--- config.mk ---
export PLATFORM = sky130hd
export DESIGN_NAME = eth_frame_filter
export DESIGN_NICKNAME = d
export VERILOG_FILES = /design/src/rtl/eth_parser_pkg.sv /design/src/rtl/eth_frame_filter.sv
export SDC_FILE = /design/constraint.sdc
export NUM_CORES = 1
export LEC_CHECK = 0
export BUFFER_PORTS_ARGS = -buffer_cell sky130_fd_sc_hd__buf_2
export CORE_ASPECT_RATIO = 0.9
export CORE_MARGIN = 1
export CORE_UTILIZATION = 35
export DETAILED_ROUTE_END_ITERATION = 6
export GPL_TIMING_DRIVEN = 0
export PLACE_DENSITY_LB_ADDON = 0.3
export SYNTH_ARGS = -nofsm -noshare
export SYNTH_HDL_FRONTEND = slang
export SYNTH_SLANG_ARGS = --single-unit
export TNS_END_PERCENT = 30
--- constraint.sdc ---
create_clock -name clk -period 26.6 [get_ports clk]
set_clock_uncertainty 0.1 [all_clocks]
set_input_delay 5.32 -clock clk [delete_from_list [all_inputs] [get_ports clk]]
set_output_delay 5.32 -clock clk [all_outputs]
set_load 0.01 [all_outputs]
--- src/rtl/eth_parser_pkg.sv ---
// rtl/eth_parser_pkg.sv - frame metadata type shared with ethernet_frame_parser
package eth_parser_pkg;

    typedef struct packed {
        logic [47:0] dest_mac;
        logic [47:0] src_mac;
        logic [15:0] ethertype;
        logic        is_ipv4;
        logic        is_ipv6;
        logic        is_arp;
        logic        is_unknown;
    } eth_metadata_t;

endpackage

--- src/rtl/eth_frame_filter.sv ---
// rtl/eth_frame_filter.sv - per-frame MAC/protocol filter with registered AXI-Stream output
module eth_frame_filter
    import eth_parser_pkg::*;
#(
    parameter int DATA_WIDTH = 8,
    parameter int CNT_WIDTH  = 32
) (
    input  logic                  clk,
    input  logic                  rst,
    input  logic [47:0]           cfg_local_mac,
    input  logic                  cfg_promisc,
    input  logic                  cfg_accept_mcast,
    input  logic [3:0]            cfg_type_en,
    input  logic [DATA_WIDTH-1:0] s_axis_tdata,
    input  logic                  s_axis_tvalid,
    output logic                  s_axis_tready,
    input  logic                  s_axis_tlast,
    input  eth_metadata_t         s_axis_tuser,
    input  logic                  s_axis_tuser_valid,
    output logic [DATA_WIDTH-1:0] m_axis_tdata,
    output logic                  m_axis_tvalid,
    input  logic                  m_axis_tready,
    output logic                  m_axis_tlast,
    output eth_metadata_t         m_axis_tuser,
    output logic [CNT_WIDTH-1:0]  stat_pass_cnt,
    output logic [CNT_WIDTH-1:0]  stat_drop_cnt,
    output logic                  stat_meta_overrun
);

    typedef enum logic [1:0] {
        ST_IDLE,
        ST_PASS,
        ST_DROP
    } state_t;

    state_t                  state_q;
    eth_metadata_t           meta_q;
    logic                    meta_pending_q;
    logic                    overrun_q;
    logic [DATA_WIDTH-1:0]   m_tdata_q;
    logic                    m_tvalid_q;
    logic                    m_tlast_q;
    eth_metadata_t           m_tuser_q;
    logic [CNT_WIDTH-1:0]    pass_cnt_q;
    logic [CNT_WIDTH-1:0]    pass_cnt_d;
    logic [CNT_WIDTH-1:0]    drop_cnt_q;
    logic [CNT_WIDTH-1:0]    drop_cnt_d;

    logic mac_ok;
    logic type_ok;
    logic accept;
    logic out_free;
    logic consume;
    logic s_ready;
    logic s_hs;
    logic last_hs;

    // Decision is evaluated against the pending metadata and the live configuration.
    assign mac_ok  = cfg_promisc
                   || (meta_q.dest_mac == cfg_local_mac)
                   || (&meta_q.dest_mac)
                   || (cfg_accept_mcast && meta_q.dest_mac[40]);
    assign type_ok = |({meta_q.is_unknown, meta_q.is_arp, meta_q.is_ipv6, meta_q.is_ipv4}
                       & cfg_type_en);
    assign accept  = mac_ok && type_ok;

    // The output register is free when empty or draining this cycle; a new frame's
    // metadata must not replace m_axis_tuser while the previous last beat is stalled.
    assign out_free = !m_tvalid_q || m_axis_tready;
    assign consume  = (state_q == ST_IDLE) && meta_pending_q && out_free;

    // Input ready: pass-through throttled by the output register, drop sinks freely.
    always_comb begin
        s_ready = 1'b0;
        case (state_q)
            ST_PASS: s_ready = out_free;
            ST_DROP: s_ready = 1'b1;
            default: s_ready = 1'b0;
        endcase
    end

    assign s_hs    = s_axis_tvalid && s_ready;
    assign last_hs = s_hs && s_axis_tlast;

    // Pending metadata capture; a strobe landing on an unconsumed entry is flagged.
    always_ff @(posedge clk or posedge rst) begin
        if (rst) begin
            meta_q         <= '0;
            meta_pending_q <= 1'b0;
            overrun_q      <= 1'b0;
        end else begin
            if (s_axis_tuser_valid) begin
                meta_q         <= s_axis_tuser;
                meta_pending_q <= 1'b1;
                if (meta_pending_q && !consume) begin
                    overrun_q <= 1'b1;
                end
            end else if (consume) begin
                meta_pending_q <= 1'b0;
            end
        end
    end

    // Frame FSM together with the single-entry output register it feeds.
    always_ff @(posedge clk or posedge rst) begin
        if (rst) begin
            state_q    <= ST_IDLE;
            m_tdata_q  <= '0;
            m_tvalid_q <= 1'b0;
            m_tlast_q  <= 1'b0;
            m_tuser_q  <= '0;
        end else begin
            if ((state_q == ST_PASS) && s_hs) begin
                m_tdata_q  <= s_axis_tdata;
                m_tlast_q  <= s_axis_tlast;
                m_tvalid_q <= 1'b1;
            end else if (m_axis_tready) begin
                m_tvalid_q <= 1'b0;
            end

            case (state_q)
                ST_IDLE: begin
                    if (consume) begin
                        m_tuser_q <= meta_q;
                        state_q   <= accept ? ST_PASS : ST_DROP;
                    end
                end
                ST_PASS: begin
                    if (last_hs) begin
                        state_q <= ST_IDLE;
                    end
                end
                ST_DROP: begin
                    if (last_hs) begin
                        state_q <= ST_IDLE;
                    end
                end
                default: state_q <= ST_IDLE;
            endcase
        end
    end

    // Next-state values of the wrapping frame counters.
    always_comb begin
        pass_cnt_d = pass_cnt_q;
        drop_cnt_d = drop_cnt_q;
        if (last_hs && (state_q == ST_PASS)) begin
            pass_cnt_d = pass_cnt_q + CNT_WIDTH'(1);
        end
        if (last_hs && (state_q == ST_DROP)) begin
            drop_cnt_d = drop_cnt_q + CNT_WIDTH'(1);
        end
    end

    // Statistics counter registers.
    always_ff @(posedge clk or posedge rst) begin
        if (rst) begin
            pass_cnt_q <= '0;
            drop_cnt_q <= '0;
        end else begin
            pass_cnt_q <= pass_cnt_d;
            drop_cnt_q <= drop_cnt_d;
        end
    end

    assign s_axis_tready     = s_ready;
    assign m_axis_tdata      = m_tdata_q;
    assign m_axis_tvalid     = m_tvalid_q;
    assign m_axis_tlast      = m_tlast_q;
    assign m_axis_tuser      = m_tuser_q;
    assign stat_pass_cnt     = pass_cnt_q;
    assign stat_drop_cnt     = drop_cnt_q;
    assign stat_meta_overrun = overrun_q;

endmodule

Word-level counts from Yosys, hierarchy flattened
Index checks and enable logic that the tools add are counted.

storage, ports and cells
  register bits = 310
  bits in latches = 0
  memory bits (writable) = 0
  memory bits (read-only) = 0
  bits of input ports = 184
  output and inout port bits = 192
  word-level logic and storage cells = 64
  memories = 0

operators by class
  add/sub/neg operators = 2
  multiply operators = 0
  divide/modulo/power cells = 0
  order comparisons = 0
  eq/ne operators = 5
  shifts and indexed selects = 0
  multiplexer cells = 9
  bitwise operators = 1
  reduce and logical (&&, ||, !) cells = 25

operators with widths
  kind                   number
  $add 32x1->32 const B  2
  $eq 48x48->1           1
  $reduce_and 48->1      1
  $logic_and 1x1->1      10
  $mux 2                 3
  $reduce_and 2->1       3
  $and 4x4->4            1
  $logic_or 1x1->1       4
  $mux 1                 4
  $pmux 2 s2             1
  $reduce_bool 2->1      2
  $reduce_or 4->1        1
  $eq 2x1->1 const B     1
  $eq 2x2->1 const B     1
  $logic_not 1->1        2
  $logic_not 2->1        1
  $ne 2x1->1 const B     1
  $ne 2x2->1 const B     1
  $pmux 1 s2             1
  $reduce_or 2->1        1

Logic depth before layout (Yosys ltp)
  depth after elaboration = 8
  mapped depth = 8
  depth with buffers taken out = 7

Least setup slack after synthesis
Ideal clock, no wire load.

  path type = input to output
  start = input port m_axis_tready
  end = output port s_axis_tready
  arrival time = 5.783 ns
  data required time = 21.180 ns
  path slack = 15.397 ns
  stages = 3
  buffers on the path = 0
  cell sequence = nand2b_1 -> a21oi_1 -> nor2b_1

between the ends
  longest elaborated chain between the ends = 2

ends and longest elaborated chain
  element             RTL line                RTL
  start: declaration  eth_frame_filter.sv:22  input logic m_axis_tready,
  $logic_or 1x1->1    eth_frame_filter.sv:69  assign out_free = !m_tvalid_q || m_axis_tready;
  $pmux 1 s2          eth_frame_filter.sv:75  case (state_q)
  end: declaration    eth_frame_filter.sv:16  output logic s_axis_tready,

Every way passes these cells.

Worst setup path in the final report
Same ends and word-level chain as after synthesis.

==> reports/results.tsv <==
metric	value	unit
status	finished clean	
non-filler cells in the finished layout	2059	
H-tree depth	2	
fin area	16500	sq um
post-DR wirelength/cell	17.8	um
most numerous cell in the Yosys netlist	nand2_1	
clock slew at reported path FFs	0.06	ns
Tot Pwr	1620	uW
worst skew pair latency	0.53	ns
initial antenna violation count	7	
post-cts hold buffer count	0	
Overflow after GRT	0	
Avg Inst Size Synth	11.3	sq um
crit-path cells	buf_2 > nand2b_1 > a21oi_1 > nor2b_1 > buf_2	
achievable clock frequency	86.7	MHz
Synth top cells by count	386 x nand2_1, 310 x dfrtp_1, 125 x mux2_2	
Crit. path cell count	5	
Final Hold Vio Count	0	
CP top delay family	simple AND/OR/NAND/NOR gates	
largest net degree at the start of global routing	124	
CP Launch Type	input pin	
CTS buffer count	36	
ratio of cells with drive above 1 in the final layout	35.9	%
first-pass GRT wire length	56600	um
leak pwr	0.00830	uW
Post-Syn Nets	1327	
clock share of power	29.8	%
P_sw	563	uW
initial core utilization	35.5	%
Sink Count	310	
core area	36100	sq um
clk buf depth	3	
synthesized area	12800	sq um
final wirelength	36600	um
Antenna Nets Post-Route	0	
kind of end point of the critical path	output port	
Mapped Cells	1138	
yosys warns	0	
Synth area leader	dfrtp_1	
setup TNS	0	ns
Slew @ Worst Pin	1.03	ns
final worst setup slack	15.06	ns
PortBufs	374	
Vias	9660	
post-synthesis sequential area ratio	60.6	%
worst min-delay path endpoint	m_axis_tuser[31]	
area share of the largest cell type after synthesis	60.6	%
FF-to-FF path depth	7	
die area	37400	sq um
Yosys cell types	41	
post-cts resize count	0	
nets	1741	
CP required	21.18	ns
Multi-input gate area	4850	sq um
pre-CTS setup slack	15.06	ns
maximum VDD drop	0.0630	mV
slowest cell on the critical path	nand2b_1	
drt pass-1 iters	4	
FF+latch area	7760	sq um
Area growth, synth to finish	28.9	%
Reg2Reg Capture Point	stat_pass_cnt[13]	
std cell rows	66	
max_slew headroom	30.4	%
GP Congestion	0.819	
hold_sp	meta_q[31]	
Iteration-0 DRC Markers	435	
post-layout min period	11.54	ns
most frequent CP cell	buf_2	
DP Wirelength	26900	um
setup violators final	0	
vias in the first global route	9798	
Yosys reg bits	310	
Post-CTS Setup Bufs	0	
CTS tree	built	
dpl cell area	15300	sq um
Vias per Instance	4.69	
reg2reg setup slack	23.92	ns
hold depth	2	
Post-synth top flop	dfrtp_1	
Post-synth EDFFs	0	
min-delay worst type	reg -> reg	
sw frac	34.8	%
fillers	3429	
Async S/R FF share, synth	100	%
CP max stage delay	0.23	ns
Inst Count DP	1990	
pwr/cell area	97.8	nW/um^2
sequential share of power	41.0	%
IO Count	376	
Worst Setup Path Type	in -> out	
Worst Path Buf+Inv	2	
Die H	183	um
Arr. time, crit path	6.12	ns
CTS root buf	clkbuf_16	
final count of pins violating max slew	0	
RR Startpoint	state_q[1]	
RSZ-0062 raised after global routing	false	
crit path max fanout	7	
Comb pwr share	29.2	%
cell-internal power	1050	uW
max cap viols	0	
Area contributors post-synth	dfrtp_1 61%, nand2_1 11%, mux2_2 11%	
Global Route Usage Sum	19.7	%
Die W	204	um
Final period util	43.4	%
Post-route DRC	0	
==> stage by stage <==
| step | hold WS [ns] | util [%] |
|---|---|---|
| after floorplan | 0.335 | - |
| after global placement | 0.342 | 42.3 |
| after detailed placement | 0.350 | 42.5 |
| after CTS | 0.363 | 45.7 |
| after global routing | 0.386 | 45.7 |
| final | 0.361 | 45.7 |
==> sequential cells by signal, indices dropped and copies added (netlist names), 2 cells and up <==
signal	cells
m_axis_tdata	8
m_axis_tuser	116
meta_q	116
stat_drop_cnt	32
stat_pass_cnt	32
state_q	2
==> kinds of logic after synthesis <==
| logic type | after synthesis | share of synthesized area [%] |
|---|---|---|
| flops | 310 | 60.6 |
| compound gates | 15 | 0.830 |
| buf+inv | 53 | 1.58 |
| fa+ha+maj | 5 | 0.488 |
| mux | 125 | 11.0 |
| simple gates | 520 | 18.0 |
| xor+xnor | 110 | 7.52 |
==> worst max path at each step <==
stage / from / endpoint / slack (ns)
2_1_floorplan: rst / m_axis_tdata[0] / 12.61
3_3_place_gp: rst / meta_q[87] / 9.03
3_5_place_dp: m_axis_tready / s_axis_tready / 15.06
4_1_cts: m_axis_tready / s_axis_tready / 15.05
5_1_grt: m_axis_tready / s_axis_tready / 14.98
6_report: m_axis_tready / s_axis_tready / 15.06
==> per-layer routing <==
metal | global-route usage [%] | up-vias | wire length (um)
met5 | 0 | - | 31
met4 | 5.53 | 4 | 773
met3 | 5.76 | 59 | 2600
met2 | 30.9 | 274 | 16900
met1 | 26.3 | 4713 | 16300
li1 | - | 4610 | -
==> power by group through the flow <==
stage          registers (uW)  clock network (uW)  logic, uW
2_1_floorplan             705                   0        225
3_3_place_gp              666                   0        470
3_5_place_dp              668                   0        481
4_1_cts                   663                 495        481
5_1_grt                   679                 514        527
6_report                  663                 481        472
==> cells in the final DEF (no fill, tap or decap), types with 2 or more instances in the layout <==
| cell type | count |
|---|---|
| nor4_1 | 12 |
| o21ai_0 | 2 |
| and4_1 | 5 |
| nand2b_1 | 2 |
| diode_2 | 6 |
| buf_1 | 9 |
| nor3_1 | 9 |
| nor4_4 | 2 |
| nor3b_1 | 2 |
| ha_1 | 5 |
| xnor2_1 | 95 |
| mux2_2 | 125 |
| dfrtp_1 | 310 |
| buf_16 | 2 |
| nand4_1 | 42 |
| nor4b_1 | 2 |
| and2_1 | 5 |
| xor2_1 | 15 |
| and3_1 | 10 |
| nand2_1 | 386 |
| clkbuf_8 | 8 |
| nand3_1 | 19 |
| a21o_1 | 2 |
| inv_1 | 12 |
| clkbuf_16 | 36 |
| clkinv_8 | 3 |
| nor2_1 | 16 |
| a21oi_1 | 3 |
| clkbuf_1 | 38 |
| clkinv_2 | 4 |
| buf_2 | 377 |
==> area by class of cell <==
cell class	count	area share, %
sequential	310	47.0
multi-input combinational	775	29.4
timing repair buffer	376	11.7
clock buffer	54	6.35
tap	476	3.61
buffer	40	0.932
clock inverter	9	0.652
inverter	13	0.341
antenna	6	0.0910
==> worst min-delay path: stages (launching register included) <==
cell	delay [ns]
dfrtp_1	0.33
nand2_1	0.05
nand2_1	0.05
Power figures use the tool's default switching activity.
